`src/rtl/clk_div_multi_if.sv`:
```
// +----------------------------------------------------------------------+
// | clk_div_multi_if : control/output bundle of the multi-channel divider |
// | Rev 1.0                                                              |
// +----------------------------------------------------------------------+
`default_nettype none

interface clk_div_multi_if #(
  parameter int N_CH  = 4,
  parameter int CNT_W = 8
);
  logic [N_CH-1:0]       en_i;
  logic [N_CH*CNT_W-1:0] div_i;
  logic                  sync_i;
  logic [N_CH-1:0]       dclk_o;
  logic [N_CH-1:0]       tick_o;
  logic [N_CH-1:0]       run_o;

  modport master (
    output en_i,
    output div_i,
    output sync_i,
    input  dclk_o,
    input  tick_o,
    input  run_o
  );

  modport slave (
    input  en_i,
    input  div_i,
    input  sync_i,
    output dclk_o,
    output tick_o,
    output run_o
  );
endinterface

`default_nettype wire

```
`src/rtl/clk_div_multi.sv`:
```
// +----------------------------------------------------------------------+
// | clk_div_multi : N_CH runtime-programmable 50% duty clock dividers     |
// | Rev 1.0                                                              |
// +----------------------------------------------------------------------+
`default_nettype none

module clk_div_multi #(
  parameter int N_CH  = 4,
  parameter int CNT_W = 8
) (
  input  wire logic        clk_i,
  input  wire logic        rst_i,
  clk_div_multi_if.slave   bus
);

  typedef enum logic [1:0] {
    IDLE = 2'd0,
    HI   = 2'd1,
    LO   = 2'd2
  } state_t;

  for (genvar c = 0; c < N_CH; c++) begin : g_ch
    state_t           state;
    logic [CNT_W-1:0] cnt;
    logic [CNT_W-1:0] div_q;
    logic             dclk;
    logic             tick;
    logic             run;
    logic             en;
    logic             sync_hit;
    logic [CNT_W-1:0] div_in;

    assign en       = bus.en_i[c];
    assign div_in   = bus.div_i[c*CNT_W +: CNT_W];
    // Disabled channels ignore sync so the stop rules always win.
    assign sync_hit = bus.sync_i & en;

    always_ff @(posedge clk_i) begin
      if (rst_i) begin
        state <= IDLE;
        cnt   <= '0;
        div_q <= '0;
        dclk  <= 1'b0;
        tick  <= 1'b0;
        run   <= 1'b0;
      end else begin
        tick <= 1'b0;
        case (state)
          IDLE: begin
            if (en) begin
              div_q <= div_in;
              cnt   <= '0;
              state <= HI;
              dclk  <= 1'b1;
              tick  <= 1'b1;
              run   <= 1'b1;
            end
          end
          HI: begin
            if (sync_hit) begin
              div_q <= div_in;
              cnt   <= '0;
              tick  <= 1'b1;
            end else if (cnt != div_q) begin
              cnt <= cnt + 1'b1;
            end else begin
              // High phase always runs to completion, even when stopping.
              cnt  <= '0;
              dclk <= 1'b0;
              if (en) begin
                state <= LO;
              end else begin
                state <= IDLE;
                run   <= 1'b0;
              end
            end
          end
          LO: begin
            if (!en) begin
              cnt   <= '0;
              state <= IDLE;
              run   <= 1'b0;
            end else if (sync_hit || cnt == div_q) begin
              div_q <= div_in;
              cnt   <= '0;
              state <= HI;
              dclk  <= 1'b1;
              tick  <= 1'b1;
            end else begin
              cnt <= cnt + 1'b1;
            end
          end
          default: begin
            state <= IDLE;
            cnt   <= '0;
            dclk  <= 1'b0;
            run   <= 1'b0;
          end
        endcase
      end
    end

    assign bus.dclk_o[c] = dclk;
    assign bus.tick_o[c] = tick;
    assign bus.run_o[c]  = run;
  end

endmodule

`default_nettype wire

```
`src/flat_wrapper.sv`:
```
// flat-port wrapper written by rule: the top's interface ports become plain ports
module clk_div_multi_flat 
#(
  parameter int N_CH  = 4,
  parameter int CNT_W = 8
)
  (clk_i, rst_i, bus_en_i, bus_div_i, bus_sync_i, bus_dclk_o, bus_tick_o, bus_run_o);
  clk_div_multi_if #(.N_CH(N_CH), .CNT_W(CNT_W)) bus_i ();
  input  wire logic clk_i;
  input  wire logic rst_i;
  input wire logic [$bits(bus_i.en_i)-1:0] bus_en_i;
  input wire logic [$bits(bus_i.div_i)-1:0] bus_div_i;
  input wire logic [$bits(bus_i.sync_i)-1:0] bus_sync_i;
  output wire logic [$bits(bus_i.dclk_o)-1:0] bus_dclk_o;
  output wire logic [$bits(bus_i.tick_o)-1:0] bus_tick_o;
  output wire logic [$bits(bus_i.run_o)-1:0] bus_run_o;
  assign bus_i.en_i = bus_en_i;
  assign bus_i.div_i = bus_div_i;
  assign bus_i.sync_i = bus_sync_i;
  assign bus_dclk_o = bus_i.dclk_o;
  assign bus_tick_o = bus_i.tick_o;
  assign bus_run_o = bus_i.run_o;
  clk_div_multi #(.N_CH(N_CH), .CNT_W(CNT_W)) u_core (.clk_i(clk_i), .rst_i(rst_i), .bus(bus_i));
endmodule
```
`config.mk`:
```
export PLATFORM = sky130hd
export DESIGN_NAME = clk_div_multi_flat
export DESIGN_NICKNAME = d
export VERILOG_FILES = /design/src/rtl/clk_div_multi_if.sv /design/src/rtl/clk_div_multi.sv /design/src/flat_wrapper.sv
export SDC_FILE = /design/constraint.sdc
export NUM_CORES = 1
export LEC_CHECK = 0
export CORE_AREA = 2 2 103 105
export DETAILED_ROUTE_END_ITERATION = 16
export DIE_AREA = 0 0 105 107
export HOLD_SLACK_MARGIN = 0.12
export PLACE_DENSITY = 0.66
export SLEW_MARGIN = 20
export SYNTH_ARGS = -nofsm -noshare
export SYNTH_HDL_FRONTEND = slang
export SYNTH_SLANG_ARGS = --single-unit
```
`constraint.sdc`:
```
create_clock -name clk_i -period 7 [get_ports clk_i]
set_input_delay 1.75 -clock clk_i [delete_from_list [all_inputs] [get_ports clk_i]]
set_output_delay 1.75 -clock clk_i [all_outputs]
set_load 0.01 [all_outputs]
```
=== Word-level counts from Yosys, hierarchy flattened ===
Cells that the tools add are included.

* $add $sub $neg: 4
* Multiply operators: 0
* Div/mod/pow operators: 0
* $lt $le $gt $ge: 0
* Equal/unequal tests: 44
* Shifts and indexed selects: 0
* Muxes and demuxes: 132
* Bitwise logic cells: 4
* Reductions and logical operators: 28

{| class="wikitable"
|+ Operator list
! cell !! count
|-
| 2-to-1 mux 8 bit || 36
|-
| case mux 8 bit (3 select lines) || 8
|-
| 2-to-1 mux 1 bit || 48
|-
| 2-to-1 mux 2 bit || 24
|-
| AND reduction 5 bit || 8
|-
| case mux 1 bit (3 select lines) || 12
|-
| adder 8 x 1 -> 8 bit, second input constant || 4
|-
| equality test 8 bit || 4
|-
| != test 2 bit, second input constant || 16
|-
| != test 8 bit || 4
|-
| case mux 2 bit (3 select lines) || 4
|-
| != test 2 x 1 -> 1 bit, second input constant || 8
|-
| AND reduction 4 bit || 4
|-
| != test 3 x 2 -> 1 bit, second input constant || 4
|-
| AND reduction 3 bit || 4
|-
| nonzero test 3 bit || 4
|-
| equality test 2 x 1 -> 1 bit, second input constant || 4
|-
| equality test 2 bit, second input constant || 4
|-
| logical NOT 2 bit || 4
|-
| AND 1 bit || 4
|-
| logical OR 1 bit || 4
|}

* Flip-flop bits (word level): 84
* Bits in latches: 0
* RAM bits: 0
* ROM bits: 0
* Memories: 0

=== Longest topological paths before layout ===
* Word-level depth: 5
* Gate-level depth with buffers: 8
* Depth with buffers taken out: 7

=== Worst setup path before layout ===
Ideal clock, no wire load.

* Kind: input -> register
* From: in bus_en_i[2]
* To: reg u_core.g_ch[2].cnt[5]
* Setup time: 0.072 ns
* Arrival time: 3.362 ns
* Required time: 6.928 ns
* Path slack: 3.566 ns
* Stages on the path: 5
* Buffers on the path: 1
* Cells stage by stage: clkbuf_1 mux2_2 a2111oi_2 nand4_1 mux2i_1

* Cells in the longest elaborated chain, start to end: 5
* Elaborated cells on any way between the ends: 7

{| class="wikitable"
|+ Ends and longest elaborated chain
! element !! line !! source
|-
| from (decl) || flat_wrapper.sv:11 || <nowiki>input wire logic [$bits(bus_i.en_i)-1:0] bus_en_i;</nowiki>
|-
| AND 1 bit || clk_div_multi.sv:36 || <nowiki>assign sync_hit = bus.sync_i & en;</nowiki>
|-
| logical OR 1 bit || clk_div_multi.sv:83 || <nowiki>end else if (sync_hit || cnt == div_q) begin</nowiki>
|-
| 2-to-1 mux 8 bit || clk_div_multi.sv:83 ||
|-
| 2-to-1 mux 8 bit || clk_div_multi.sv:79 || <nowiki>if (!en) begin</nowiki>
|-
| case mux 8 bit (3 select lines) || clk_div_multi.sv:48 || <nowiki>case (state)</nowiki>
|-
| to (signal assigned) || clk_div_multi.sv:65 || <nowiki>cnt <= cnt + 1'b1;</nowiki>
|-
| to (signal assigned) || clk_div_multi.sv:90 || <nowiki>cnt <= cnt + 1'b1;</nowiki>
|-
| to (decl) || clk_div_multi.sv:24 || <nowiki>logic [CNT_W-1:0] cnt;</nowiki>
|}

Parallel ways exist; a longest one is shown, timed or not.
A chain may end at the register's enable or synchronous reset.

=== Worst setup path after layout ===
* From: in bus_sync_i
* To: reg u_core.g_ch[1].cnt[5]

* Cells in the longest elaborated chain, start to end: 5
* Elaborated cells on any way between the ends: 6

{| class="wikitable"
|+ Ends and longest elaborated chain
! element !! line !! source
|-
| from (decl) || flat_wrapper.sv:13 || <nowiki>input wire logic [$bits(bus_i.sync_i)-1:0] bus_sync_i;</nowiki>
|-
| AND 1 bit * || clk_div_multi.sv:36 ||
|-
| logical OR 1 bit || clk_div_multi.sv:83 ||
|-
| 2-to-1 mux 8 bit || clk_div_multi.sv:83 ||
|-
| 2-to-1 mux 8 bit || clk_div_multi.sv:79 ||
|-
| case mux 8 bit (3 select lines) * || clk_div_multi.sv:48 ||
|-
| to (signal assigned) || clk_div_multi.sv:65 ||
|-
| to (signal assigned) || clk_div_multi.sv:90 ||
|-
| to (decl) || clk_div_multi.sv:24 ||
|}

Every way passes the cells marked *; elsewhere a longest branch is shown, timed or not.

==> flow_metrics.tcl <==
set metrics [dict create \
    yosysSeqAreaShare 0.351 \
    r2r_start "u_core.g_ch[3].cnt[6]" \
    wl_per_cell_um 14.1 \
    p_total_mw 1.70 \
    synth-edff-count 0 \
    p_per_area_nw_per_um2 312 \
    synthTopCellsByCount "dfxtp_1 (84), nor2_1 (50), mux2i_1 (44)" \
    yosys-top-cells-area "dfxtp_1 (35%), mux2i_1 (9.2%), ha_1 (5.2%)" \
    grt_setup_unrepaired "no" \
    fin_crit_sh 0.587 \
    p_leak_nw 2.23 \
    htreeDepth 3 \
    synth_nets 608 \
    cts_resized 0 \
    drtAntennaViolNets 0 \
    relSlewSlack 0.274 \
    async_reset_ff_frac 0 \
    viasPerCell 5.54 \
    cp_slowest_stage_delay_ns 0.86 \
    cp.arrival_ns 4.38 \
    ys_ff_latch 84 \
    multi_input_area_um2 2810 \
    start_util 0.475 \
    drive_above_1_share 0.0657 \
    syn-cell-area_um2 4790 \
    crit_buf_inv 2 \
    ios 51 \
    fp-row-count 37 \
    worst-path-max-fanout 17 \
    vias 3955 \
    rrSetupSlack_ns 4.45 \
    dieArea_um2 11200 \
    place.port_buffers 50 \
    yosys_warnings 0 \
    status "finished, final reports clean" \
    drv_cap 0 \
    ys.flop_type "dfxtp_1" \
    cp_cell_sequence "clkdlybuf4s50_1, inv_1, a32oi_1, a2111oi_2, a21oi_1, mux2i_1" \
    core_um2 10100 \
    grt_pass1_wl_um 16900 \
    postLayoutCoreUtil 0.541 \
    postCtsHoldBufs 0 \
    tns_ns 0 \
    hold_path.class "reg2reg" \
    avgSynthCellArea_um2 8.73 \
    first_pass_iters 5 \
    final-hold-violation-count 0 \
    gp_congestion 0.821 \
    route.detailed.drc 0 \
    grt_pass1_vias 3687 \
    worst_slack_ns 2.89 \
    slew_viol_final 0 \
    skew_ns 0.00962 \
    cts.sinks 84 \
    routed_wl_um 10100 \
    synth_top_area_frac 0.351 \
    finalCriticalPeriod_ns 4.11 \
    areaGrowthSynthToFinish_pct 13.9 \
    seq_area_um2 1680 \
    clk_latency_ns 0.35 \
    worst_pin_slew_ns 1.08 \
    grt_max_degree 64 \
    die_w_um 105 \
    cts_buffers 9 \
    whs_ns 0.477 \
    diodes 0 \
    min_path_cells 2 \
    drt_iter0_drc 132 \
    grt_usage 0.183 \
    place_ws_ns 2.59 \
    cts_tree "done" \
    clk_pin_slew_ns 0.09 \
    synthCells 549 \
    postCtsSetupBuffers 0 \
    crit_family "compound AO/OA/AOI/OAI gates" \
    gr-total-overflow 0 \
    cp-start-kind "primary input" \
    hp-start "u_core.g_ch[1].div_q[1]" \
    synth.largest_area_cell "dfxtp_1" \
    crit_type "in2reg" \
    timing.fmax_mhz 243 \
    ir_worst_vdd_uv 133 \
    fillerInstances 992 \
    cp-end-kind "flip-flop" \
    nets 633 \
    yosysMostFrequentCell "dfxtp_1" \
    clockRootBuffer "clkbuf_8" \
    yosysUniqueCellTypes 61 \
    dp_hpwl_um 7110 \
    reg2regPathDepth 5 \
    cp_data_required_time_ns 7.27 \
    r2r-end "u_core.g_ch[3].div_q[2]" \
    setup_viol 0 \
    clockBufferDepth 2 \
    min_to "u_core.g_ch[1].div_q[1]" \
    die_h_um 107 \
    antenna_found_initial 0 \
    crit_slowest_cell "a2111oi_2" \
]
per-stage QoR:
step | std cells | cell area, um^2
final | 714 | 5460
after floorplan | 549 | 4790
after CTS | 714 | 5460
after global routing | 714 | 5460
after global placement | 699 | 5270
after detailed placement | 699 | 5270
state kept, by name, indices dropped and copies added (netlist names):
register	count
u_core.g_ch.run	4
u_core.g_ch.tick	4
u_core.g_ch.cnt	32
u_core.g_ch.dclk	4
u_core.g_ch.div_q	32
u_core.g_ch.state	8
how the worst max path moves through the flow:
stage / from / endpoint / slack (ns) / cells after the start
after floorplan: bus_en_i[2] / u_core.g_ch[2].cnt[5] / 3.57 / 5
after global placement: bus_sync_i / u_core.g_ch[1].cnt[6] / 2.67 / 6
after detailed placement: bus_sync_i / u_core.g_ch[1].cnt[5] / 2.59 / 6
after CTS: bus_sync_i / u_core.g_ch[1].cnt[5] / 2.95 / 6
after global routing: bus_sync_i / u_core.g_ch[1].cnt[6] / 2.59 / 6
final: bus_sync_i / u_core.g_ch[1].cnt[5] / 2.89 / 6
cells in the final DEF (no fill, tap or decap), types with 3 or more instances in the layout:
master           instances
a211o_1                  5
a211oi_1                 9
mux2_2                   4
nor3_1                   9
nand2b_1                 7
inv_1                   26
a22o_1                   6
o21ai_0                 13
xnor2_1                 19
clkbuf_8                10
a21oi_1                 35
clkdlybuf4s50_1         49
and3_1                  12
or4_1                    4
nor4_1                   3
and2_1                   4
ha_1                    20
o31ai_1                  3
a22oi_1                  4
o21bai_1                 4
dfxtp_1                 84
nand3b_1                 3
nand2_1                 41
o22ai_1                  4
or2_2                    4
a31oi_1                 11
nor2b_1                  8
nand4_1                  6
nand3_1                 13
xor2_1                  21
mux2i_1                 44
nor2_1                  50
a2111oi_2                3
cells by family after synthesis:
family	after synthesis	share of synthesized area
DFF	84	0.351
buffers and inverters	63	0.0619
adders and majority gates	20	0.0522
and+or+nand+nor	177	0.186
muxes	48	0.101
xor gates and xnor gates	40	0.0731
AOI/OAI and AO/OA	117	0.174
routing by layer:
metal,share of wire,up-vias,global-route usage
li1,-,1984,-
met1,0.47,1871,0.231
met2,0.48,86,0.314
met3,0.038,14,0.0389
met4,0.012,0,0.0505
met5,0,-,0
where the power goes:
group	internal, mW	switching (mW)
logic	0.330	0.407
clock network	0.172	0.171
registers	0.562	0.0606
total	1.06	0.639
worst min-delay path: cells and delay by family (launching register included):
kind,cells,cell delay [ns]
DFF,1,0.33
muxes,1,0.05
and+or+nand+nor,1,0.05
cell type report:
cell class / count / area share
multi-input combinational: 402 / 0.515
clock buffer: 11 / 0.0259
sequential: 84 / 0.308
clock inverter: 4 / 0.00917
timing repair buffer: 51 / 0.0922
inverter: 26 / 0.0179
tap: 136 / 0.0312
Note: power is estimated with default switching activity, not from simulation.
